`config.mk`:
```
export PLATFORM = sky130hd
export DESIGN_NAME = elevator_scan_scheduler
export DESIGN_NICKNAME = d
export VERILOG_FILES = /design/src/rtl/elevator_pkg.sv /design/src/rtl/elevator_cycle_timer.sv /design/src/rtl/elevator_scan_scheduler.sv
export SDC_FILE = /design/constraint.sdc
export NUM_CORES = 1
export LEC_CHECK = 0
export ABC_AREA = 1
export CAP_MARGIN = 15
export CORE_ASPECT_RATIO = 0.6
export CORE_MARGIN = 3
export CORE_UTILIZATION = 30
export CTS_CLUSTER_SIZE = 16
export DETAILED_ROUTE_END_ITERATION = 8
export GPL_ROUTABILITY_DRIVEN = 1
export SLEW_MARGIN = 20
export SYNTH_ARGS = -nofsm -noshare
export SYNTH_HDL_FRONTEND = slang
export SYNTH_SLANG_ARGS = --single-unit
```
`constraint.sdc`:
```
create_clock -name clk -period 1.88 [get_ports clk]
set_input_delay 0.376 -clock clk [delete_from_list [all_inputs] [get_ports clk]]
set_output_delay 0.376 -clock clk [all_outputs]
set_load 0.02 [all_outputs]
```
`src/rtl/elevator_pkg.sv`:
```
// Shared types and helpers for the elevator SCAN scheduler.
// Floor masks are built at a fixed maximum width and truncated by the user.
package elevator_pkg;

  localparam int MAX_FLOORS = 32;

  typedef enum logic [1:0] {
    IDLE      = 2'd0,
    MOVE_UP   = 2'd1,
    MOVE_DOWN = 2'd2,
    DOOR      = 2'd3
  } state_e;

  localparam logic DIR_UP   = 1'b1;
  localparam logic DIR_DOWN = 1'b0;

  // Bits strictly above floor_idx.
  function automatic logic [MAX_FLOORS-1:0] above_mask(input int floor_idx);
    logic [MAX_FLOORS-1:0] m;
    m = '0;
    for (int i = 0; i < MAX_FLOORS; i++) begin
      if (i > floor_idx) m[i] = 1'b1;
    end
    return m;
  endfunction

  // Bits strictly below floor_idx.
  function automatic logic [MAX_FLOORS-1:0] below_mask(input int floor_idx);
    logic [MAX_FLOORS-1:0] m;
    m = '0;
    for (int i = 0; i < MAX_FLOORS; i++) begin
      if (i < floor_idx) m[i] = 1'b1;
    end
    return m;
  endfunction

endpackage

```
`src/rtl/elevator_cycle_timer.sv`:
```
// Loadable down-counter shared by travel and door timing.
// done flags the edge on which the loaded interval expires.
module elevator_cycle_timer
  import elevator_pkg::*;
#(
  parameter int WIDTH = 2
) (
  input  logic             clk,
  input  logic             rst,
  input  logic             load,
  input  logic [WIDTH-1:0] load_value,
  input  logic             enable,
  output logic             done
);

  logic [WIDTH-1:0] count_q, count_d;

  always_comb begin
    count_d = count_q;
    if (load) begin
      count_d = load_value;
    end else if (enable && (count_q != '0)) begin
      count_d = count_q - WIDTH'(1);
    end
  end

  always_ff @(posedge clk) begin
    if (rst) begin
      count_q <= '0;
    end else begin
      count_q <= count_d;
    end
  end

  assign done = enable && (count_q == WIDTH'(1));

endmodule

```
`src/rtl/elevator_scan_scheduler.sv`:
```
// SCAN-order elevator scheduler: latches floor requests and serves them while
// holding the travel direction as long as requests remain ahead of the car.
module elevator_scan_scheduler
  import elevator_pkg::*;
#(
  parameter int  NUM_FLOORS    = 4,
  parameter int  TRAVEL_CYCLES = 2,
  parameter int  DOOR_CYCLES   = 3,
  localparam int FW            = (NUM_FLOORS > 1) ? $clog2(NUM_FLOORS) : 1
) (
  input  logic                  clk,
  input  logic                  rst,
  input  logic [NUM_FLOORS-1:0] floor_request,
  output logic [FW-1:0]         current_floor,
  output logic                  move_up,
  output logic                  move_down,
  output logic                  door_open,
  output logic [NUM_FLOORS-1:0] pending,
  output logic                  busy
);

  localparam int MAX_CYC = (TRAVEL_CYCLES > DOOR_CYCLES) ? TRAVEL_CYCLES : DOOR_CYCLES;
  localparam int CW      = $clog2(MAX_CYC + 1);

  localparam logic [CW-1:0] TRAVEL_LOAD = CW'(TRAVEL_CYCLES);
  localparam logic [CW-1:0] DOOR_LOAD   = CW'(DOOR_CYCLES);
  localparam logic [NUM_FLOORS-1:0] ONE_HOT0 = NUM_FLOORS'(1);

  state_e                state_q, state_d;
  logic [FW-1:0]         floor_q, floor_d;
  logic [NUM_FLOORS-1:0] pending_q, pending_d;
  logic                  dir_q, dir_d;

  logic                  timer_load;
  logic [CW-1:0]         timer_value;
  logic                  timer_en;
  logic                  timer_done;

  logic [NUM_FLOORS-1:0] here_mask;
  logic [NUM_FLOORS-1:0] step_mask;
  logic [NUM_FLOORS-1:0] clear_mask;
  logic [FW-1:0]         step_floor;
  logic                  has_above;
  logic                  has_below;
  logic                  ahead_of_step;

  elevator_cycle_timer #(
    .WIDTH(CW)
  ) u_timer (
    .clk       (clk),
    .rst       (rst),
    .load      (timer_load),
    .load_value(timer_value),
    .enable    (timer_en),
    .done      (timer_done)
  );

  // Geometry of the current floor and of the floor the car would reach next.
  always_comb begin
    step_floor    = (state_q == MOVE_DOWN) ? (floor_q - FW'(1)) : (floor_q + FW'(1));
    here_mask     = ONE_HOT0 << floor_q;
    step_mask     = ONE_HOT0 << step_floor;
    has_above     = |(pending_q & NUM_FLOORS'(above_mask(int'(floor_q))));
    has_below     = |(pending_q & NUM_FLOORS'(below_mask(int'(floor_q))));
    ahead_of_step = (state_q == MOVE_DOWN)
                  ? |(pending_q & NUM_FLOORS'(below_mask(int'(step_floor))))
                  : |(pending_q & NUM_FLOORS'(above_mask(int'(step_floor))));
  end

  always_comb begin
    state_d     = state_q;
    floor_d     = floor_q;
    dir_d       = dir_q;
    clear_mask  = '0;
    timer_load  = 1'b0;
    timer_value = '0;
    timer_en    = 1'b0;

    case (state_q)
      IDLE: begin
        if (|(pending_q & here_mask)) begin
          state_d     = DOOR;
          clear_mask  = here_mask;
          timer_load  = 1'b1;
          timer_value = DOOR_LOAD;
        end else if (has_above && has_below) begin
          state_d     = (dir_q == DIR_UP) ? MOVE_UP : MOVE_DOWN;
          timer_load  = 1'b1;
          timer_value = TRAVEL_LOAD;
        end else if (has_above) begin
          state_d     = MOVE_UP;
          dir_d       = DIR_UP;
          timer_load  = 1'b1;
          timer_value = TRAVEL_LOAD;
        end else if (has_below) begin
          state_d     = MOVE_DOWN;
          dir_d       = DIR_DOWN;
          timer_load  = 1'b1;
          timer_value = TRAVEL_LOAD;
        end
      end

      MOVE_UP, MOVE_DOWN: begin
        timer_en = 1'b1;
        if (timer_done) begin
          floor_d     = step_floor;
          timer_load  = 1'b1;
          timer_value = TRAVEL_LOAD;
          if (|(pending_q & step_mask)) begin
            state_d     = DOOR;
            clear_mask  = step_mask;
            timer_value = DOOR_LOAD;
          end else if (!ahead_of_step) begin
            state_d     = IDLE;
            timer_value = '0;
          end
        end
      end

      DOOR: begin
        // A call for this floor is swallowed and keeps the door open longer.
        clear_mask = here_mask;
        if (|(floor_request & here_mask)) begin
          timer_load  = 1'b1;
          timer_value = DOOR_LOAD;
        end else begin
          timer_en = 1'b1;
          if (timer_done) begin
            state_d = IDLE;
          end
        end
      end

      default: begin
        state_d = IDLE;
      end
    endcase

    pending_d = (pending_q | floor_request) & ~clear_mask;
  end

  always_ff @(posedge clk) begin
    if (rst) begin
      state_q   <= IDLE;
      floor_q   <= '0;
      pending_q <= '0;
      dir_q     <= DIR_UP;
    end else begin
      state_q   <= state_d;
      floor_q   <= floor_d;
      pending_q <= pending_d;
      dir_q     <= dir_d;
    end
  end

  assign current_floor = floor_q;
  assign pending       = pending_q;
  assign move_up       = (state_q == MOVE_UP);
  assign move_down     = (state_q == MOVE_DOWN);
  assign door_open     = (state_q == DOOR);
  assign busy          = (state_q != IDLE) || (|pending_q);

endmodule

```
==> results of run 1 <==
==> layout make-up <==
class	count	area, sq um
Clock buffer	4	45.0
Fill cell	375	1920
Inverter	25	96.3
Multi-Input combinational cell	135	846
Sequential cell	11	223
Tap cell	45	56.3
Timing Repair Buffer	26	235
==> worst max-delay path: stages (launching register included) <==
cell	delay, ns
dfxtp_2	0.34
inv_4	0.06
buf_4	0.15
ha_2	0.19
nand2_1	0.08
nand2_2	0.08
nor2_4	0.14
nand2_2	0.08
a21oi_2	0.14
nor2_1	0.06
nor2_2	0.15
nand3_1	0.10
nand2_1	0.07
nor2_1	0.04
==> routing by layer <==
| metal | global-route usage, % | vias up | share of wire [%] |
|---|---|---|---|
| li1 | - | 613 | - |
| met1 | 22.9 | 492 | 58 |
| met2 | 17.1 | 31 | 34 |
| met3 | 5.44 | 4 | 7.2 |
| met4 | 3.16 | 0 | 1.1 |
| met5 | 0 | - | 0 |
==> path summary, 6_finish.rpt <==
path,cells past startpoint,from,slack [ns],endpoint
worst max-delay path,13,current_floor[0],0.09,state_q[1]
worst min-delay path,2,dir_q,0.49,dir_q
worst max register to register,13,current_floor[0],0.09,state_q[1]
worst min register to register,2,dir_q,0.49,dir_q
==> placed cells by master, fill, tap and decap left out, types with 2 or more instances in the layout <==
master and n:
a21oi_2 4, a311oi_1 2, nand3_1 9, nor2_4 4, inv_2 6, ha_1 8
nand2_1 37, clkdlybuf4s50_1 11, dlygate4sd2_1 2, inv_1 18, nor2_1 16, dfxtp_2 2
nor2_2 6, dfxtp_1 9, nand3_2 2, dlymetal6s2s_1 2, o21ai_0 9, ha_2 3
buf_4 11, clkbuf_8 3, nand2_2 15, a21oi_1 8
==> what timing repair did <==
action / in CTS / in global routing
hold buffers: 0 / 0
pin swaps: 0 / 4
setup endpoints to repair: 2 / 10
resized for setup: 2 / 17
==> report_power, final <==
group / leakage (nW) / switching [mW] / internal [mW]
Sequential: 0.0922 / 0.0534 / 0.296
Clock: 0.0228 / 0.100 / 0.150
Combinational: 0.592 / 0.694 / 0.478
Total: 0.707 / 0.848 / 0.925
==> flip-flops by register name, indices dropped and copies added (netlist names) <==
register         flops
u_timer.count_q      2
dir_q                1
state_q              2
current_floor        2
pending              4
==> cell families after synthesis <==
group	after synthesis
simple gates	93
compound gates	30
fa+ha+maj	12
buf+inv	26
flops	11
==> metrics by stage <==
step                      TNS [ns]  util, %  power [mW]  instance area, sq um
final                            0     43.9        1.77                  1500
after CTS                        0     42.2        1.74                  1440
after detailed placement   -0.0991     40.9        1.48                  1400
after global placement     -0.0519     40.9        1.49                  1400
after global routing        -0.113     43.9        1.94                  1500
after floorplan                  0        -        1.14                  1120
==> key figures, run 1 <==
Final layout
  – Inserted Diodes: 0
  – Share of cells above drive strength 1: 30.8%
  – Synth-to-layout area growth: 33.9%
  – # nets final: 220
  – Layout Cells excl Fill: 246

Synth
  – Post-Synth Simple-Gate Area: 40.1%
  – Compound-Gate Fraction of Synth Area: 17.5%
  – Sequential share of the synthesized area: 19.6%
  – Area leader, netlist: dfxtp_1
  – Post-synthesis mux area share: 0%
  – Syn_nets: 190
  – Combinational family with the most area after synthesis: simple AND/OR/NAND/NOR gates
  – Flops & latches, synth: 11
  – Post-synth top flop: dfxtp_1
  – Adder-cell area share of the yosys netlist: 13.4%
  – Count of cell types in the netlist: 27
  – Top cells by area, synth: dfxtp_1 20%, nand2_1 14%, ha_1 13%
  – EDFF count, synth: 0
  – Synth cell count leaders: 41 x nand2_1, 19 x nor2_1, 18 x inv_1, 12 x ha_1
  – Synthesized area: 1120 sq um
  – Avg Inst Size Synth: 6.52 sq um
  – XOR/XNOR Fraction of Synth Area: 0%
  – Syn Inst Count: 172
  – Post-synth top area share: 19.6%
  – Most frequent cell after synthesis: nand2_1
  – Synth async-reset ratio: 0%
  – Warnings from Yosys: 0

Route
  – WL final: 3020 um
  – Via density per instance: 4.63
  – Routed len/inst: 12.3 um
  – Final ANT Viol Nets: 0
  – Total number of vias: 1140
  – Drt first-iter violations: 71
  – TritonRoute pass-1 iters: 4
  – DR DRC count: 0

Die
  – Chip Height: 53.4 um
  – Core area: 3420 sq um
  – I/O pins: 16
  – Initial Utilization: 32.7%
  – Row count: 16
  – Die area: 4530 sq um
  – Die X: 84.9 um

Power and ir drop
  – Leak Pwr: 0.707 nW
  – Maximum vdd ir drop: 616 uV
  – Pwr/cell area: 1180 nW/um^2

Status
  – Status: complete, no violations

Clock tree
  – CTS buffer count: 3
  – H-tree lvl count: 1
  – Reg clk slew, reported paths: 0.05 ns
  – CTS Buffer Depth: 2
  – Clk Latency, worst-skew pair: 0.25 ns
  – Clk sinks: 11
  – Root Buffer: clkbuf_8
  – Post-CTS Setup Inserts: 0
  – CTS tree: yes

Job
  – Max cap viols: 0

Placement
  – Final HPWL DP: 2440 um
  – Placed insts: 242
  – I/O Buffers: 15
  – Placer Congestion: 0.912
  – Pre-CTS WS: -0.0428 ns

Timing
  – Slew margin rel.: 80.0%
  – Final Hold Viols: 0
  – Fin. max-slew vios: 0
  – Clk_skew: 0.00366 ns
  – Max Fclk: 558 MHz
  – Fin crit period: 1.79 ns
  – Period utilization: 95.4%
  – Setup WS post-layout: 0.0873 ns
  – Unrepaired setup endpoints after global routing: yes
  – Final hold slack: 0.485 ns
  – Final setup fails: 0
  – Worst slew pin tran: 0.300 ns

GRT
  – Total gr overflow: 0
  – GRT Total Usage: 14.5%
  – Initial antenna violation count: 0
  – Vias in the first global route: 995
  – Largest net degree at the start of global routing: 9
  – Global-route wire length before repair: 5010 um

Worst hold path
  – Hold Crit Class: reg -> reg

Critical path
  – Crit path DAT: 1.93 ns
  – CP required: 2.02 ns
  – CP Class: reg -> reg
  – Worst setup SP type: register
  – CP Max Fanout: 6
  – Crit. End Element: register
(Power assumes the default switching activity.)
==> inputs of run 2 (changes only) <==
--- a/config.mk
+++ b/config.mk
@@ -6,6 +6,7 @@
 export NUM_CORES = 1
 export LEC_CHECK = 0
 export ABC_AREA = 1
+export ABC_CLOCK_PERIOD_IN_PS = 1880
 export CAP_MARGIN = 15
 export CORE_ASPECT_RATIO = 0.6
 export CORE_MARGIN = 3
==> results of run 2 <==
Final layout, timing and power as in run 1 (identical DEF).
==> inputs of run 3 (changes only) <==
--- a/config.mk
+++ b/config.mk
@@ -7,7 +7,7 @@
 export LEC_CHECK = 0
 export ABC_AREA = 1
 export ABC_CLOCK_PERIOD_IN_PS = 1880
-export CAP_MARGIN = 15
+export CAP_MARGIN = 20
 export CORE_ASPECT_RATIO = 0.6
 export CORE_MARGIN = 3
 export CORE_UTILIZATION = 30
==> results of run 3 <==
Final layout, timing and power as in run 1 (identical DEF).
